`src/rtl/lp_calc_pkg.sv`:
```
// Shared constants and types for the low-power calculator controller slice.
package lp_calc_pkg;

    localparam int OPND_W = 4;
    localparam int RES_W  = 8;

    typedef enum logic [1:0] {
        OP_ADD = 2'b00,
        OP_SUB = 2'b01,
        OP_MUL = 2'b10,
        OP_DIV = 2'b11
    } op_e;

    typedef enum logic [1:0] {
        ST_IDLE = 2'b00,
        ST_EXEC = 2'b01,
        ST_RESP = 2'b10
    } state_e;

    // A divide with a zero divisor is flagged rather than computed.
    function automatic logic is_div_zero(input logic [1:0] op, input logic [OPND_W-1:0] b);
        return (op == OP_DIV) && (b == '0);
    endfunction

endpackage

```
`src/rtl/lp_calc_arith.sv`:
```
// Purely combinational 4-bit calculator datapath producing an 8-bit result.
module lp_calc_arith
    import lp_calc_pkg::*;
(
    input  logic [OPND_W-1:0] a,
    input  logic [OPND_W-1:0] b,
    input  logic [1:0]        op,
    output logic [RES_W-1:0]  result
);

    logic [RES_W-1:0] a_w;
    logic [RES_W-1:0] b_w;

    assign a_w = {{(RES_W-OPND_W){1'b0}}, a};
    assign b_w = {{(RES_W-OPND_W){1'b0}}, b};

    // Select the operation; subtraction wraps and a zero divisor yields zero.
    always_comb begin
        result = '0;
        case (op)
            OP_ADD: result = a_w + b_w;
            OP_SUB: result = a_w - b_w;
            OP_MUL: result = a_w * b_w;
            OP_DIV: result = (b == '0) ? '0 : (a_w / b_w);
        endcase
    end

endmodule

```
`src/rtl/lp_calc_rr_arb2.sv`:
```
// Two-requester round-robin arbiter; remembers the last granted requester.
module lp_calc_rr_arb2 (
    input  logic       clk,
    input  logic       rst_n,
    input  logic       en,
    input  logic [1:0] req,
    output logic [1:0] gnt,
    output logic       gnt_idx
);

    logic last_q;

    // Pick the winner: on a tie the requester not served last wins.
    always_comb begin
        gnt_idx = 1'b0;
        gnt     = 2'b00;
        if (req == 2'b11) begin
            gnt_idx = ~last_q;
        end else if (req[1]) begin
            gnt_idx = 1'b1;
        end
        if (en && (req != 2'b00)) begin
            gnt = gnt_idx ? 2'b10 : 2'b01;
        end
    end

    // Record the granted requester whenever a grant actually transfers.
    always_ff @(posedge clk) begin
        if (!rst_n) begin
            last_q <= 1'b1;
        end else if (gnt != 2'b00) begin
            last_q <= gnt_idx;
        end
    end

endmodule

```
`src/rtl/lp_calc_ctrl.sv`:
```
// Sequencer for the calculator datapath: arbitration, operand isolation,
// last-result reuse, registered response and saturating statistics.
module lp_calc_ctrl
    import lp_calc_pkg::*;
#(
    parameter int CNT_W    = 16,
    parameter bit CACHE_EN = 1'b1
) (
    input  logic                   clk,
    input  logic                   rst_n,
    input  logic [1:0]             req_valid,
    output logic [1:0]             req_ready,
    input  logic [2*OPND_W-1:0]    req_a,
    input  logic [2*OPND_W-1:0]    req_b,
    input  logic [3:0]             req_op,
    output logic                   rsp_valid,
    input  logic                   rsp_ready,
    output logic                   rsp_id,
    output logic [RES_W-1:0]       rsp_result,
    output logic                   rsp_dz,
    output logic                   rsp_hit,
    output logic                   busy,
    output logic [CNT_W-1:0]       stat_ops,
    output logic [CNT_W-1:0]       stat_hits
);

    state_e            state_q;
    state_e            state_d;
    logic [OPND_W-1:0] iso_a;
    logic [OPND_W-1:0] iso_b;
    logic [1:0]        iso_op;
    logic [RES_W-1:0]  res_q;
    logic [RES_W-1:0]  arith_res;
    logic              dz_q;
    logic              cache_vld_q;
    logic              id_q;
    logic              hit_q;
    logic [1:0]        grant;
    logic              gidx;
    logic              arb_en;
    logic              xfer;
    logic              hit;
    logic [OPND_W-1:0] sel_a;
    logic [OPND_W-1:0] sel_b;
    logic [1:0]        sel_op;

    assign arb_en = rst_n && (state_q == ST_IDLE);
    assign xfer   = (grant != 2'b00);

    assign sel_a  = gidx ? req_a[OPND_W +: OPND_W] : req_a[0 +: OPND_W];
    assign sel_b  = gidx ? req_b[OPND_W +: OPND_W] : req_b[0 +: OPND_W];
    assign sel_op = gidx ? req_op[3:2] : req_op[1:0];

    assign hit = CACHE_EN && cache_vld_q && ({sel_a, sel_b, sel_op} == {iso_a, iso_b, iso_op});

    lp_calc_rr_arb2 u_arb (
        .clk     (clk),
        .rst_n   (rst_n),
        .en      (arb_en),
        .req     (req_valid),
        .gnt     (grant),
        .gnt_idx (gidx)
    );

    lp_calc_arith u_arith (
        .a      (iso_a),
        .b      (iso_b),
        .op     (iso_op),
        .result (arith_res)
    );

    // State register.
    always_ff @(posedge clk) begin
        if (!rst_n) begin
            state_q <= ST_IDLE;
        end else begin
            state_q <= state_d;
        end
    end

    // Next-state logic and the handshake/response outputs.
    always_comb begin
        state_d    = state_q;
        req_ready  = grant;
        rsp_valid  = (state_q == ST_RESP);
        busy       = (state_q != ST_IDLE);
        rsp_id     = 1'b0;
        rsp_result = '0;
        rsp_dz     = 1'b0;
        rsp_hit    = 1'b0;
        if (state_q == ST_RESP) begin
            rsp_id     = id_q;
            rsp_result = res_q;
            rsp_dz     = dz_q;
            rsp_hit    = hit_q;
        end
        case (state_q)
            ST_IDLE: if (xfer) state_d = hit ? ST_RESP : ST_EXEC;
            ST_EXEC: state_d = ST_RESP;
            ST_RESP: if (rsp_ready) state_d = ST_IDLE;
            default: state_d = ST_IDLE;
        endcase
    end

    // Isolation registers load only on a miss; the result is captured in EXEC.
    always_ff @(posedge clk) begin
        if (!rst_n) begin
            iso_a       <= '0;
            iso_b       <= '0;
            iso_op      <= '0;
            res_q       <= '0;
            dz_q        <= 1'b0;
            cache_vld_q <= 1'b0;
            id_q        <= 1'b0;
            hit_q       <= 1'b0;
        end else begin
            if (xfer) begin
                id_q  <= gidx;
                hit_q <= hit;
                if (!hit) begin
                    iso_a  <= sel_a;
                    iso_b  <= sel_b;
                    iso_op <= sel_op;
                end
            end
            if (state_q == ST_EXEC) begin
                res_q       <= arith_res;
                dz_q        <= is_div_zero(iso_op, iso_b);
                cache_vld_q <= 1'b1;
            end
        end
    end

    // Saturating counters of accepted requests and cache hits.
    always_ff @(posedge clk) begin
        if (!rst_n) begin
            stat_ops  <= '0;
            stat_hits <= '0;
        end else if (xfer) begin
            if (stat_ops != '1) begin
                stat_ops <= stat_ops + CNT_W'(1);
            end
            if (hit && (stat_hits != '1)) begin
                stat_hits <= stat_hits + CNT_W'(1);
            end
        end
    end

endmodule

```
`config.mk`:
```
export PLATFORM = sky130hd
export DESIGN_NAME = lp_calc_ctrl
export DESIGN_NICKNAME = d
export VERILOG_FILES = /design/src/rtl/lp_calc_pkg.sv /design/src/rtl/lp_calc_arith.sv /design/src/rtl/lp_calc_rr_arb2.sv /design/src/rtl/lp_calc_ctrl.sv
export SDC_FILE = /design/constraint.sdc
export NUM_CORES = 1
export LEC_CHECK = 0
export ABC_AREA = 1
export CELL_PAD_IN_SITES_DETAIL_PLACEMENT = 1
export CELL_PAD_IN_SITES_GLOBAL_PLACEMENT = 2
export CORE_UTILIZATION = 27
export CTS_CLUSTER_SIZE = 30
export DETAILED_ROUTE_END_ITERATION = 10
export PLACE_DENSITY_LB_ADDON = 0.1
export SETUP_SLACK_MARGIN = 0.05
export SYNTH_ARGS = -nofsm -noshare
export SYNTH_HDL_FRONTEND = slang
export SYNTH_SLANG_ARGS = --single-unit
```
`constraint.sdc`:
```
create_clock -name clk -period 7.4 [get_ports clk]
set_clock_uncertainty 0.05 [all_clocks]
set_input_delay 1.11 -clock clk [delete_from_list [all_inputs] [get_ports clk]]
set_output_delay 1.11 -clock clk [all_outputs]
set_load 0.05 [all_outputs]
```
==> results_dict.tcl, run 1 <==
set metrics [dict create \
    status "finished with violations" \
    violations "negative setup slack" \
    crit_path_frequent_cell "nand2_1" \
    synth_area_leaders "dfxtp_1 23%, ha_1 13%, nand2_1 12%, inv_1 8.5%, a21oi_1 5.8%" \
    finalHoldViolCount 0 \
    die_width_um 138 \
    syn_avg_cell_area_um2 6.65 \
    yosysWarnings 0 \
    coreArea_um2 18000 \
    cpPeakStageDelay_ns 0.33 \
    wl_per_cell_um 15.9 \
    yosysSeqAreaShare_pct 22.9 \
    setup_viol 1 \
    multi_input_area_um2 3740 \
    start_util_pct 27.6 \
    final_area_um2 7300 \
    vias_per_cell 4.82 \
    clkTransAtPathRegs_ns 0.05 \
    drt_iter0_drc 204 \
    insertion_delay_ns 0.33 \
    ys.flop_type "dfxtp_1" \
    place_congestion 0.804 \
    gr-usage-all-layers_pct 19.4 \
    synth-seq-cells 57 \
    grt_max_degree 31 \
    syn_inst 749 \
    portBuffers 71 \
    fillers 2216 \
    pre_cts_ws_ns -0.380 \
    ys_types 50 \
    grt_pass1_vias 5566 \
    totalWireLength_um 18100 \
    antenna_found_initial 0 \
    synth_edf_count 0 \
    die_h_um 138 \
    std_cell_rows 49 \
    vias 5490 \
    worstSetupPathType "reg -> reg" \
    synth_area_leader_cell "dfxtp_1" \
    diodes 0 \
    ioPinCount 72 \
    hold_slack_ns 0.419 \
    synth_top_cell_area_share_pct 22.9 \
    cp-end-kind "flop" \
    tightest_slew_ns 0.760 \
    drive_gt1_share_pct 23.7 \
    dpl_cell_area_um2 6330 \
    postSynth.asyncResetShare_pct 0 \
    register_area_um2 1150 \
    min_period_over_period_pct 102 \
    maxCapViolations 0 \
    hold_path_class "reg -> reg" \
    fin_ws_ns -0.116 \
    slew_violations 0 \
    ctsRootBufferMaster "clkbuf_16" \
    fmax_mhz 133 \
    die_area_um2 19000 \
    relSlewSlack_pct 48.7 \
    fin_nets 989 \
    cpMaxStageDelayCell "dfxtp_2" \
    cts_tree "built" \
    fin_crit_ns 7.52 \
    arrival_ns 7.66 \
    tritoncts_num_sinks 57 \
    clockBufferDepth 2 \
    grt_pass1_wl_um 28400 \
    cp_max_fo 6 \
    syn_area_um2 4980 \
    hpwlAfterDp_um 13500 \
    synthToLayoutAreaGrowth_pct 46.5 \
    start_kind "flop" \
    htreeDepth 3 \
    drt_pre_antenna_iters 6 \
    cts_buffers 9 \
    remaining_drc_errors 0 \
    rsz0062_at_grt "true" \
    required_ns 7.54 \
    grt_overflow 0 \
    postRouteAntennaNets 0 \
]
[sequential cells by signal, summed over array words and instances, names as in the netlist, 2 cells and up]
signal and cells:
iso_a 4, iso_op 2, iso_b 4, state_q 2
res_q 8, stat_hits 16, stat_ops 16
[final cells by class]
| type | instances | share of cell area [%] |
|---|---|---|
| Clock buffer | 13 | 3.99 |
| Tap cell | 229 | 3.92 |
| Timing Repair Buffer | 156 | 18.7 |
| Inverter | 120 | 6.32 |
| Clock inverter | 1 | 0.103 |
| Multi-Input combinational cell | 563 | 51.2 |
| Sequential cell | 57 | 15.7 |
[cell usage in the layout, fill, tap and decap left out, types with 6 or more instances in the layout]
master           netlist  layout
o21ai_1                4       7
fa_1                   6       6
inv_1                113     104
nor2_2                 2       7
o21ai_2                3      11
nor2_4                 5       9
nand2_4                7      11
a21oi_1               58      50
inv_2                  6      13
dfxtp_1               57      55
nor4_1                 8       8
ha_4                   0      12
nand2_2                9      21
o21ai_0               48      36
a21oi_2                1       7
clkbuf_16              0      10
xor2_1                14      13
buf_4                  0      82
nand2_1              157     141
nand3_2                4       8
clkdlybuf4s50_1        0      71
nor3_1                18      17
nand4_1               11      11
ha_1                  51      39
nor2_1                73      64
nand3_1               31      26
a31oi_1                6       6
[stage by stage]
step           util (%)  std cells  setup TNS (ns)
3_5_place_dp       35.1       1084          -0.380
2_1_floorplan         -        752         -0.0455
3_3_place_gp       35.1       1084         -0.0336
5_1_grt            40.5       1139          -0.675
4_1_cts            39.5       1135               0
6_report           40.5       1139          -0.116
[cell usage after synthesis (2+ instances only)]
| cell type | number |
|---|---|
| a21oi_1 | 58 |
| inv_2 | 6 |
| nand3_2 | 4 |
| nand3_1 | 31 |
| nand2_1 | 157 |
| a31oi_1 | 6 |
| nor2_2 | 2 |
| nand2_4 | 7 |
| nand2_2 | 9 |
| a211oi_1 | 5 |
| xnor2_1 | 6 |
| o21a_1 | 5 |
| o21ai_0 | 48 |
| ha_1 | 51 |
| clkbuf_1 | 8 |
| nand3b_1 | 2 |
| nand4_1 | 11 |
| o211ai_1 | 2 |
| inv_1 | 113 |
| nor4_1 | 8 |
| or2_2 | 2 |
| buf_2 | 2 |
| fa_1 | 6 |
| nor3b_1 | 3 |
| nor3_2 | 2 |
| nor3_1 | 18 |
| o21ai_1 | 4 |
| o221ai_1 | 3 |
| nor2_1 | 73 |
| dfxtp_1 | 57 |
| nor2_4 | 5 |
| xor2_1 | 14 |
| a21o_1 | 2 |
| o21ai_2 | 3 |
[worst max-delay path: cells and delay by family (launching register included)]
| kind | cells | cell delay, ns |
|---|---|---|
| and+or+nand+nor | 26 | 2.49 |
| xor gates and xnor gates | 1 | 0.16 |
| buffers and inverters | 8 | 0.61 |
| DFF | 1 | 0.33 |
| adders and majority gates | 7 | 1.79 |
| AOI/OAI and AO/OA | 16 | 1.93 |
[what timing repair did]
| action | 4_1_cts | 5_1_grt |
|---|---|---|
| endpoints found under the setup margin | 1 | 2 |
| setup buffers | 37 | 5 |
| resized for setup | 47 | 32 |
| pin swaps | 51 | 48 |
| hold buffers | 0 | 0 |
[metal layers]
| layer | track usage [%] | wire length [um] | part of all wire [%] |
|---|---|---|---|
| met5 | 0 | 0 | 0 |
| met2 | 33.5 | 8650 | 48 |
| met1 | 25.1 | 8640 | 48 |
| met4 | 5.37 | 204 | 1.1 |
| met3 | 2.78 | 628 | 3.5 |
[worst paths after layout]
| check | from | endpoint | slack [ns] | depth (start not counted) |
|---|---|---|---|---|
| max | iso_b[0]$_SDFFE_PN0P_ | res_q[0]$_SDFFE_PN0P_ | -0.12 | 58 |
| min | res_q[1]$_SDFFE_PN0P_ | res_q[1]$_SDFFE_PN0P_ | 0.42 | 2 |
| max reg2reg | iso_b[0]$_SDFFE_PN0P_ | res_q[0]$_SDFFE_PN0P_ | -0.12 | 58 |
| min reg2reg | res_q[1]$_SDFFE_PN0P_ | res_q[1]$_SDFFE_PN0P_ | 0.42 | 2 |
[logic make-up (layout without fill, tap and decap cells)]
| logic type | after synthesis | count (layout) | share of synthesized area, % |
|---|---|---|---|
| xor gates and xnor gates | 20 | 20 | 3.51 |
| adders and majority gates | 57 | 57 | 15.2 |
| and+or+nand+nor | 338 | 338 | 31.7 |
| buffers and inverters | 132 | 290 | 10.3 |
| other | 1 | 4 | 0.0752 |
| AOI/OAI and AO/OA | 144 | 144 | 16.3 |
| DFF | 57 | 57 | 22.9 |
Power of run 1 is left out: the tool's default activity adds up to more than one toggle a clock period on the data nets, which glitch-free logic cannot reach.
==> run 2, diff against run 1 <==
--- a/config.mk
+++ b/config.mk
@@ -12,7 +12,6 @@
 export CTS_CLUSTER_SIZE = 30
 export DETAILED_ROUTE_END_ITERATION = 10
 export PLACE_DENSITY_LB_ADDON = 0.1
-export SETUP_SLACK_MARGIN = 0.05
 export SYNTH_ARGS = -nofsm -noshare
 export SYNTH_HDL_FRONTEND = slang
 export SYNTH_SLANG_ARGS = --single-unit
==> results_dict.tcl, run 2 (same netlist as run 1, synthesis figures left out) <==
set metrics [dict create \
    min_period_over_period_pct 102 \
    min_from "res_q[1]$_SDFFE_PN0P_" \
    tritoncts_num_sinks 57 \
    die_area_um2 19000 \
    place_congestion 0.804 \
    dpl_cell_area_um2 6330 \
    postRouteAntennaNets 0 \
    remaining_drc_errors 0 \
    cp-end-kind "flop" \
    synthToLayoutAreaGrowth_pct 42.0 \
    worstSetupPathType "reg -> reg" \
    arrival_ns 7.72 \
    drive_gt1_share_pct 21.3 \
    fin_nets 974 \
    totalWireLength_um 17400 \
    antenna_found_initial 0 \
    gr-usage-all-layers_pct 18.6 \
    fin_crit_ns 7.58 \
    grt_pass1_vias 5321 \
    vias 5402 \
    tightest_slew_ns 0.768 \
    worstReg2RegStart "iso_b[1]$_SDFFE_PN0P_" \
    maxCapViolations 0 \
    top_regs "stat_hits x16, stat_ops x16, res_q x8" \
    die_width_um 138 \
    coreArea_um2 18000 \
    violations "negative setup slack" \
    wl_per_cell_um 15.5 \
    rsz0062_at_grt "true" \
    hpwlAfterDp_um 13500 \
    drt_pre_antenna_iters 4 \
    required_ns 7.54 \
    portBuffers 71 \
    cpMaxStageDelayCell "dfxtp_4" \
    fmax_mhz 132 \
    ioPinCount 72 \
    start_kind "flop" \
    hold_path_class "reg -> reg" \
    vias_per_cell 4.81 \
    std_cell_rows 49 \
    clockBufferDepth 2 \
    htreeDepth 3 \
    crit_start "iso_b[1]$_SDFFE_PN0P_" \
    final_cell_mix "143 x nand2_1, 104 x inv_1, 71 x clkdlybuf4s50_1" \
    ctsHoldBuffers 0 \
    pre_cts_ws_ns -0.380 \
    cp_max_fo 6 \
    cts_buffers 9 \
    slew_violations 0 \
    final_area_um2 7080 \
    status "finished with violations" \
    finalHoldViolCount 0 \
    final_common_cell "nand2_1" \
    drt_iter0_drc 242 \
    grt_pass1_wl_um 27200 \
    diodes 0 \
    cpPeakStageDelay_ns 0.35 \
    hold_slack_ns 0.419 \
    setup_viol 1 \
    grt_max_degree 31 \
    dpl.cell_count 1084 \
    relSlewSlack_pct 48.2 \
    r2r_slack_ns -0.18 \
    crit_path_frequent_cell "nand2_1" \
    cts_tree "built" \
    insertion_delay_ns 0.33 \
    fillers 2232 \
    die_h_um 138 \
    ctsRootBufferMaster "clkbuf_16" \
    start_util_pct 27.6 \
    fin_ws_ns -0.178 \
    final_cells 1124 \
    grt_overflow 0 \
    clkTransAtPathRegs_ns 0.05 \
]
run 2: final timing paths:
path | endpoint | cells after the start
worst max-delay path | res_q[0]$_SDFFE_PN0P_ | 60
worst max register to register | res_q[0]$_SDFFE_PN0P_ | 60
worst min register to register | res_q[1]$_SDFFE_PN0P_ | 2
worst min-delay path | res_q[1]$_SDFFE_PN0P_ | 2
run 2: layout make-up:
type	instances	area, um2	area share [%]
tap	229	287	4.05
multi-input combinational	563	3630	51.3
clock buffer	13	292	4.12
clock inverter	1	7.51	0.106
inverter	120	462	6.52
timing repair buffer	141	1250	17.7
sequential	57	1150	16.2
run 2: timing repair:
item | CTS | global route
gates resized for setup | 18 | 42
setup endpoints to repair | 1 | 2
buffers inserted | 12 | 14
pin swaps | 24 | 45
run 2: per-stage QoR:
step	util, %	TNS, ns
6_report	39.3	-0.178
4_1_cts	37.7	0
3_3_place_gp	35.1	-0.0336
2_1_floorplan	-	-0.0455
3_5_place_dp	35.1	-0.380
5_1_grt	39.3	-0.735
run 2: routing by layer:
metal | vias to the layer above | global-route usage [%] | wire length, um
li1 | 2737 | - | -
met4 | 0 | 4.41 | 204
met3 | 16 | 2.63 | 542
met2 | 91 | 31.1 | 8250
met1 | 2558 | 25.0 | 8440
met5 | - | 0 | 0
run 2: critical path, delay by kind of cell (launching register included):
kind / cells / cell delay (ns)
AND/OR/NAND/NOR: 30 / 2.75
adder cells (fa/ha/maj): 7 / 1.84
AO/OA/AOI/OAI: 14 / 1.68
buffers and inverters: 9 / 0.76
flip-flops: 1 / 0.35
Power of run 2 is left out for the same reason.
